## src/rtl/stopwatch_core_if.sv

```systemverilog
// Control and display bundle between the button logic, the stopwatch core and the 7-segment mux.
interface stopwatch_core_if;
  logic        stop;
  logic        clear;
  logic        load;
  logic [15:0] preset;
  logic        mode;
  logic        lap;
  logic [3:0]  num1;
  logic [3:0]  num2;
  logic [3:0]  num3;
  logic [3:0]  num4;
  logic        tick;
  logic        wrapped;
  logic        done;

  modport master (
    output stop, clear, load, preset, mode, lap,
    input  num1, num2, num3, num4, tick, wrapped, done
  );

  modport slave (
    input  stop, clear, load, preset, mode, lap,
    output num1, num2, num3, num4, tick, wrapped, done
  );
endinterface

```

## src/rtl/stopwatch_core.sv

```systemverilog
// Single-clock BCD stopwatch/timer: tenth-second prescaler, up/down digit chain,
// preset load, clear and lap display hold.
module stopwatch_core #(
  parameter int TICK_DIV = 250000,
  parameter int DIV_W    = 18,
  parameter int MIN_MAX  = 9
) (
  input  logic             clk_base,
  input  logic             reset,
  stopwatch_core_if.slave  bus
);

  localparam logic [3:0]       MIN_TOP = 4'(MIN_MAX);
  localparam logic [DIV_W-1:0] DIV_TOP = DIV_W'(TICK_DIV - 1);

  typedef enum logic {LIVE, HOLD} hold_t;

  hold_t            hold_state, hold_next;
  logic [15:0]      cnt, cnt_up, cnt_dn, preset_c, lap_reg, disp;
  logic [DIV_W-1:0] div_cnt;
  logic             halted, running, tick_int, at_max, capture;
  logic             done_q, tick_q, wrap_q;

  assign halted   = bus.mode && (cnt == '0);
  assign running  = !bus.stop && !halted;
  assign tick_int = running && (div_cnt == DIV_TOP);
  assign at_max   = (cnt == {MIN_TOP, 4'd5, 4'd9, 4'd9});

  // Carry chain; the all-digits-at-max case falls through to zero (rollover).
  always_comb begin
    cnt_up = '0;
    if (cnt[3:0] != 4'd9)         cnt_up = {cnt[15:4], cnt[3:0] + 4'd1};
    else if (cnt[7:4] != 4'd9)    cnt_up = {cnt[15:8], cnt[7:4] + 4'd1, 4'd0};
    else if (cnt[11:8] != 4'd5)   cnt_up = {cnt[15:12], cnt[11:8] + 4'd1, 8'd0};
    else if (cnt[15:12] != MIN_TOP) cnt_up = {cnt[15:12] + 4'd1, 12'd0};
  end

  always_comb begin
    cnt_dn = cnt;
    if (cnt[3:0] != 4'd0)         cnt_dn = {cnt[15:4], cnt[3:0] - 4'd1};
    else if (cnt[7:4] != 4'd0)    cnt_dn = {cnt[15:8], cnt[7:4] - 4'd1, 4'd9};
    else if (cnt[11:8] != 4'd0)   cnt_dn = {cnt[15:12], cnt[11:8] - 4'd1, 8'h99};
    else if (cnt[15:12] != 4'd0)  cnt_dn = {cnt[15:12] - 4'd1, 12'h599};
  end

  always_comb begin
    preset_c[3:0]   = (bus.preset[3:0]   > 4'd9)   ? 4'd9   : bus.preset[3:0];
    preset_c[7:4]   = (bus.preset[7:4]   > 4'd9)   ? 4'd9   : bus.preset[7:4];
    preset_c[11:8]  = (bus.preset[11:8]  > 4'd5)   ? 4'd5   : bus.preset[11:8];
    preset_c[15:12] = (bus.preset[15:12] > MIN_TOP) ? MIN_TOP : bus.preset[15:12];
  end

  always_ff @(posedge clk_base or posedge reset) begin
    if (reset) begin
      cnt     <= '0;
      div_cnt <= '0;
      done_q  <= 1'b0;
      tick_q  <= 1'b0;
      wrap_q  <= 1'b0;
    end else begin
      tick_q <= 1'b0;
      wrap_q <= 1'b0;
      if (bus.clear) begin
        cnt     <= '0;
        div_cnt <= '0;
        done_q  <= 1'b0;
      end else if (bus.load) begin
        cnt     <= preset_c;
        div_cnt <= '0;
        done_q  <= 1'b0;
      end else begin
        if (running)
          div_cnt <= (div_cnt == DIV_TOP) ? '0 : div_cnt + 1'b1;
        if (tick_int) begin
          tick_q <= 1'b1;
          if (bus.mode) begin
            cnt <= cnt_dn;
          end else begin
            cnt    <= cnt_up;
            wrap_q <= at_max;
          end
        end
        if (!bus.mode)
          done_q <= 1'b0;
        else if (halted || (tick_int && cnt_dn == '0))
          done_q <= 1'b1;
      end
    end
  end

  always_ff @(posedge clk_base or posedge reset) begin
    if (reset) hold_state <= LIVE;
    else       hold_state <= hold_next;
  end

  always_comb begin
    hold_next = hold_state;
    capture   = 1'b0;
    if (bus.clear) begin
      hold_next = LIVE;
    end else if (bus.lap) begin
      if (hold_state == LIVE) begin
        hold_next = HOLD;
        capture   = 1'b1;
      end else begin
        hold_next = LIVE;
      end
    end
  end

  always_ff @(posedge clk_base or posedge reset) begin
    if (reset)         lap_reg <= '0;
    else if (bus.clear) lap_reg <= '0;
    else if (capture)  lap_reg <= cnt;
  end

  assign disp        = (hold_state == HOLD) ? lap_reg : cnt;
  assign bus.num1    = disp[15:12];
  assign bus.num2    = disp[11:8];
  assign bus.num3    = disp[7:4];
  assign bus.num4    = disp[3:0];
  assign bus.tick    = tick_q;
  assign bus.wrapped = wrap_q;
  assign bus.done    = done_q;

endmodule

```

## src/flat_wrapper.sv

```systemverilog
// flat-port wrapper written by rule: the top's interface ports become plain ports
module stopwatch_core_flat 
#(
  parameter int TICK_DIV = 250000,
  parameter int DIV_W    = 18,
  parameter int MIN_MAX  = 9
)
  (clk_base, reset, bus_stop, bus_clear, bus_load, bus_preset, bus_mode, bus_lap, bus_num1, bus_num2, bus_num3, bus_num4, bus_tick, bus_wrapped, bus_done);
  stopwatch_core_if bus_i ();
  input  logic clk_base;
  input  logic reset;
  input wire logic [$bits(bus_i.stop)-1:0] bus_stop;
  input wire logic [$bits(bus_i.clear)-1:0] bus_clear;
  input wire logic [$bits(bus_i.load)-1:0] bus_load;
  input wire logic [$bits(bus_i.preset)-1:0] bus_preset;
  input wire logic [$bits(bus_i.mode)-1:0] bus_mode;
  input wire logic [$bits(bus_i.lap)-1:0] bus_lap;
  output wire logic [$bits(bus_i.num1)-1:0] bus_num1;
  output wire logic [$bits(bus_i.num2)-1:0] bus_num2;
  output wire logic [$bits(bus_i.num3)-1:0] bus_num3;
  output wire logic [$bits(bus_i.num4)-1:0] bus_num4;
  output wire logic [$bits(bus_i.tick)-1:0] bus_tick;
  output wire logic [$bits(bus_i.wrapped)-1:0] bus_wrapped;
  output wire logic [$bits(bus_i.done)-1:0] bus_done;
  assign bus_i.stop = bus_stop;
  assign bus_i.clear = bus_clear;
  assign bus_i.load = bus_load;
  assign bus_i.preset = bus_preset;
  assign bus_i.mode = bus_mode;
  assign bus_i.lap = bus_lap;
  assign bus_num1 = bus_i.num1;
  assign bus_num2 = bus_i.num2;
  assign bus_num3 = bus_i.num3;
  assign bus_num4 = bus_i.num4;
  assign bus_tick = bus_i.tick;
  assign bus_wrapped = bus_i.wrapped;
  assign bus_done = bus_i.done;
  stopwatch_core #(.TICK_DIV(TICK_DIV), .DIV_W(DIV_W), .MIN_MAX(MIN_MAX)) u_core (.clk_base(clk_base), .reset(reset), .bus(bus_i));
endmodule
```

## config.mk

```make
export PLATFORM = sky130hd
export DESIGN_NAME = stopwatch_core_flat
export DESIGN_NICKNAME = d
export VERILOG_FILES = /design/src/rtl/stopwatch_core_if.sv /design/src/rtl/stopwatch_core.sv /design/src/flat_wrapper.sv
export SDC_FILE = /design/constraint.sdc
export NUM_CORES = 1
export LEC_CHECK = 0
export ABC_AREA = 1
export BUFFER_PORTS_ARGS = -buffer_cell sky130_fd_sc_hd__buf_2
export CAP_MARGIN = 10
export CORE_ASPECT_RATIO = 0.5
export CORE_MARGIN = 4
export CORE_UTILIZATION = 56
export CTS_BUF_LIST = sky130_fd_sc_hd__clkbuf_2 sky130_fd_sc_hd__clkbuf_4 sky130_fd_sc_hd__clkbuf_8
export DETAILED_ROUTE_END_ITERATION = 12
export GPL_TIMING_DRIVEN = 0
export PLACE_DENSITY_LB_ADDON = 0.08
export SYNTH_ARGS = -nofsm -noshare
export SYNTH_HDL_FRONTEND = slang
export SYNTH_SLANG_ARGS = --single-unit
```

## constraint.sdc

```tcl
create_clock -name clk_base -period 2.1 [get_ports clk_base]
set_clock_uncertainty 0.2 [all_clocks]
set_input_delay 0.315 -clock clk_base [delete_from_list [all_inputs] [get_ports clk_base]]
set_output_delay 0.315 -clock clk_base [all_outputs]
set_load 0.01 [all_outputs]
```

## Yosys cells after proc, flatten, opt, wreduce, memory -nomap -nowiden

Index checks and enable logic that the tools add are counted.

- Flip-flop bits (word level): 54
- Output and inout port bits: 19

- $add $sub $neg: 9
- Reductions and logical operators: 20
- Mux-type cells: 39
- Magnitude comparators: 4
- Equal/unequal tests: 10

Operators with widths:

| cell | count |
|---|---|
| $mux 16 | 15 |
| $mux 18 | 4 |
| $logic_not 16->1 | 2 |
| $ne 4x4->1 const B | 6 |
| $add 18x1->18 const B | 1 |
| $eq 18x18->1 const B | 1 |
| $add 4x1->4 const B | 4 |
| $eq 16x16->1 const B | 1 |
| $mux 1 | 16 |
| $mux 4 | 4 |
| $reduce_bool 4->1 | 4 |
| $sub 4x1->4 const B | 4 |
| $gt 4x4->1 const B | 3 |
| $ne 4x3->1 const B | 2 |
| $reduce_bool 3->1 | 2 |
| $gt 4x3->1 const B | 1 |
| $logic_and 1x1->1 | 4 |
| $reduce_and 4->1 | 1 |
| $reduce_bool 2->1 | 2 |
| $reduce_and 3->1 | 1 |
| $logic_not 1->1 | 2 |
| $reduce_and 2->1 | 1 |
| $logic_or 1x1->1 | 1 |

## Longest topological paths before layout

- Depth after elaboration: 12
- Depth in mapped cells: 13

## Worst setup path before layout

No wires, ideal clock.

- Path kind: register -> register
- Start point: reg u_core.cnt[0]
- End point: reg u_core.cnt[10]
- Required time: 1.770 ns
- Period minus slack after synthesis: 2.138 ns
- Arrival time: 1.808 ns
- Setup slack: -0.038 ns
- Cell stages (with the launch flop): 13
- Cell sequence: dfrtp_1 > inv_1 > ha_1 > nand2_2 > nor2_8 > nand3_4 > nand2_4 > nand2_4 > nand2_4 > inv_4 > buf_6 > o21ai_4 > o21ai_1

- Cells in the longest elaborated chain, start to end: 7
- Elaborated cells on any way between the ends: 15
- Classes of those cells: 2 x eq/ne; 5 x mux; 8 x reduce/logical

RTL lines:

| item | line | RTL |
|---|---|---|
| from (decl) | stopwatch_core.sv:19 | `logic [15:0] cnt, cnt_up, cnt_dn, preset_c, lap_reg, disp;` |
| from (signal assigned) | stopwatch_core.sv:68 | `cnt <= preset_c;` |
| from (signal assigned) | stopwatch_core.sv:77 | `cnt <= cnt_dn;` |
| from (signal assigned) | stopwatch_core.sv:79 | `cnt <= cnt_up;` |
| $logic_not 16->1 | stopwatch_core.sv:24 | `assign halted = bus.mode && (cnt == '0);` |
| $logic_and 1x1->1 | stopwatch_core.sv:24 |  |
| $logic_not 1->1 | stopwatch_core.sv:25 | `assign running = !bus.stop && !halted;` |
| $logic_and 1x1->1 | stopwatch_core.sv:25 |  |
| $logic_and 1x1->1 | stopwatch_core.sv:26 | `assign tick_int = running && (div_cnt == DIV_TOP);` |
| $reduce_bool 3->1 (no source line) | n/a |  |
| $reduce_and 3->1 (no source line) | n/a |  |

Several ways; a longest one is shown, not always the timed one. The select of a mux whose other input is x is not followed.
A chain may end at the register's enable or synchronous reset.

## Final worst setup path

- Start point: reg u_core.cnt[1]
- End point: reg u_core.done_q, in the netlist u_core.bus.done

- Cells in the longest elaborated chain, start to end: 8
- Elaborated cells on any way between the ends: 15
- Classes of those cells: 1 x add/sub; 1 x eq/ne; 4 x mux; 9 x reduce/logical

RTL lines:

| item | line | RTL |
|---|---|---|
| branches (longest 6 deep; another with $sub 4x1->4) | n/a |  |
| $logic_or 1x1->1 * | stopwatch_core.sv:85 | `else if (halted \|\| (tick_int && cnt_dn == '0))` |
| $ne 4x3->1 (no source line) * | n/a |  |
| to (signal assigned) | stopwatch_core.sv:70 | `done_q <= 1'b0;` |
| to (signal assigned) | stopwatch_core.sv:84 | `done_q <= 1'b0;` |
| to (signal assigned) | stopwatch_core.sv:86 | `done_q <= 1'b1;` |
| to (decl) | stopwatch_core.sv:22 | `logic done_q, tick_q, wrap_q;` |

Every way passes the cells marked *.

==> metrics.txt <==
pin count of the biggest net entering global routing 29; simple-gate share of the synthesized area 31.2%; LEAKAGE 2.28 nW; die footprint roughly 8600 um2; root buffer cell clkbuf_8; async set-reset flop share out of synthesis 100%; CTS max path bufs 2; VDD IR-drop max 0.311 mV; xor and xnor area share after synthesis 2.65%; kind of critical path flop to flop; CP Launch Type flop; layout cells sized above 1 26.6%; Yosys cell types 41; total power 2.95 mW; mux contribution to synthesized area 0%; crit path capture type flop; fillers 532; CTS H-tree depth 2; slew margin rel. 56.5%; minimum clock period 2.15 ns; port bufs 41; cells after synthesis 569; Clk pwr share 20.1%; Max Fclk 465 MHz; detailed placer's ending HPWL 7730 um; Worst EP required roughly 2.2 ns; post-synthesis cell area 3970 um2; DRC Markers 0; max cap viols 0; clock sinks 54; via count around 4,300; placed cell area 4310 um2; I/O pin count 42; max reg flops 18; CP peak stage delay 0.45 ns; Avg Cell Area, Syn 6.97 um2; Synth area leaders dfrtp_1 34%, nand2_1 12%, inv_1 6.3%; DRT antenna net count 0; Slew @ Worst Pin 0.652 ns; Starting DRT DRC Count 379; TritonCTS Buffers 5; most frequent cells in the layout 117 x nand2_1, 58 x inv_1, 47 x dfrtp_1; gr ovfl total 0; Adder-Cell Fraction of Synth Area 4.73%; RSZ-0062 raised after global routing true; post-layout util 73.5%; Layout area overhead 25.6%; # diodes 0; final wirelength 11,700 um; DR pass1 iterations 6; Crit Path Max Fanout 7; final worst path period share 102%; core area 6780 um2; flops & latches, synth 54; max-slew violation count 0; wire length per cell 15.7 um; Critical Path AT 2.20 ns; worst skew pair latency around 0.32 ns; critical-path cell with the highest stage delay dfrtp_2; Switch Pwr between 1 and 1.5 mW; CTS tree yes; RD Place Congestion 0.931; sw frac 38.4%; Int Pwr roughly 1.8 mW; initial antenna violation count 0; Compound-Gate Fraction of Synth Area 18.0%; Post-Layout Inst Area around 5000 um2; setup violators final 1; post-synth top area cell dfrtp_1; top_reg_cell synth dfrtp_1; sequential share of the synthesized area between 30% and 40%; final net count 692; die height 67.5 um; critical path cell sequence inv_4 > ha_4 > nand2_8 > nor2_8 > buf_6 > buf_6 > nand2_2 > nand2_1 > nand2_2 > nor2_2 > nand2_1 > nor2_1 > nand3_1 > a21oi_1; Hold Path Class primary input to flop; Sequential Power Share 39.8%; syn_nets 607; Yosys Warn Count 0; first-pass GRT wire length 18,200 um; pre-CTS WS -0.361 ns; Total Routing Usage GR a little over a quarter; Reg clk slew, reported paths roughly 0.090 ns; Synth top area share 34.1%; Vias/cell 5.72; largest family of logic cells by synthesized area simple AND/OR/NAND/NOR gates; pwr/cell area 591 nW/um2; Final Hold Fails 0; EDFF count, synth 0; Die Span X 127 um; vias in the first global route 3,705; combinational power share 40.1%; Initial Util slightly below 60%; status complete, but fails checks; commonest non-fill, non-tap cell in the layout nand2_1; FP Rows 21; worst setup margin -0.0500 ns; failing checks setup timing
-- synth_stat cells (3+ instances only) --
cell type and n:
nor3_1 12, clkbuf_1 12, o22ai_1 17, dfrtp_1 54, o21ai_0 47, ha_1 15
o21ai_1 7, inv_2 7, o211ai_1 8, inv_1 67, nand2_2 5, nand2_1 126
a21oi_1 32, nand3_1 50, nand2_4 3, nand3_4 3, nand4_1 8, xor2_1 10
nor2_1 53, nor2_2 3, nor4_1 3
-- power groups by stage --
stage	Clock [mW]	Combinational, mW	Sequential, mW
floorplan	0	0.627	1.17
global placement	0	0.842	1.19
detailed placement	0	0.853	1.19
CTS	0.601	1.01	1.16
global route	0.650	1.28	1.18
finish	0.593	1.18	1.17
-- stage by stage --
step	TNS [ns]	hold WS [ns]	instances
2_1_floorplan	0	0.286	569
3_3_place_gp	-31.64	0.311	702
3_5_place_dp	-6.86	0.222	703
4_1_cts	-0.0129	0.0929	731
5_1_grt	-0.632	0.122	746
6_report	-0.0500	0.103	746
-- layer usage --
metal | GRT usage, % | up-vias | wire length, um
met2 | 42.8 | 215 | 5150
met1 | 38.4 | 1951 | 5190
met3 | 5.45 | 38 | 1100
met4 | 5.48 | 0 | 269
met5 | 0 | - | 0
li1 | - | 2063 | -
-- cell families after synthesis --
family / after synthesis
simple gates: 270
compound gates: 125
buf+inv: 93
flops: 54
fa+ha+maj: 15
xor+xnor: 12
-- final cells by class --
type	count	area [um2]	area share, %
flip-flops and latches	54	1360	27.3
clock buffers	7	83.8	1.68
multi-input cells	422	2490	49.9
well taps	92	115	2.31
repair buffers	79	531	10.6
inverters	77	315	6.33
plain buffers	15	91.3	1.83
-- critical path, delay by kind of cell, from the launching register on --
family | cells | cell delay [ns]
AO/OA/AOI/OAI | 1 | 0.16
flip-flops | 1 | 0.45
adder cells (fa/ha/maj) | 1 | 0.16
AND/OR/NAND/NOR | 9 | 0.81
buffers and inverters | 3 | 0.30
-- path summary, 6_finish.rpt --
path,from,slack (ns),cells after the start,to
max in group asynchronous,reset,0.72,4,u_core.cnt[12]$_DFFE_PP0P_
setup / recovery,u_core.cnt[1]$_DFFE_PP0P_,-0.05,14,u_core.bus.done$_DFFE_PP0P_
hold / removal,bus_lap,0.10,4,u_core.hold_state$_DFFE_PP0P_
min in group asynchronous,reset,0.40,3,u_core.cnt[3]$_DFFE_PP0P_
hold reg to reg,u_core.lap_reg[15]$_DFFE_PP0P_,0.34,2,u_core.lap_reg[15]$_DFFE_PP0P_
setup reg to reg,u_core.cnt[1]$_DFFE_PP0P_,-0.05,14,u_core.bus.done$_DFFE_PP0P_
-- repair_timing --
action                                  in CTS  in global routing
cloned                                       0                  1
buffers inserted                            20                 15
pin swaps                                    5                 17
hold endpoints to repair                    26                  0
resized for setup                           31                 57
hold buffers                                 1                  0
endpoints found under the setup margin      43                 49
(Power assumes the default switching activity.)
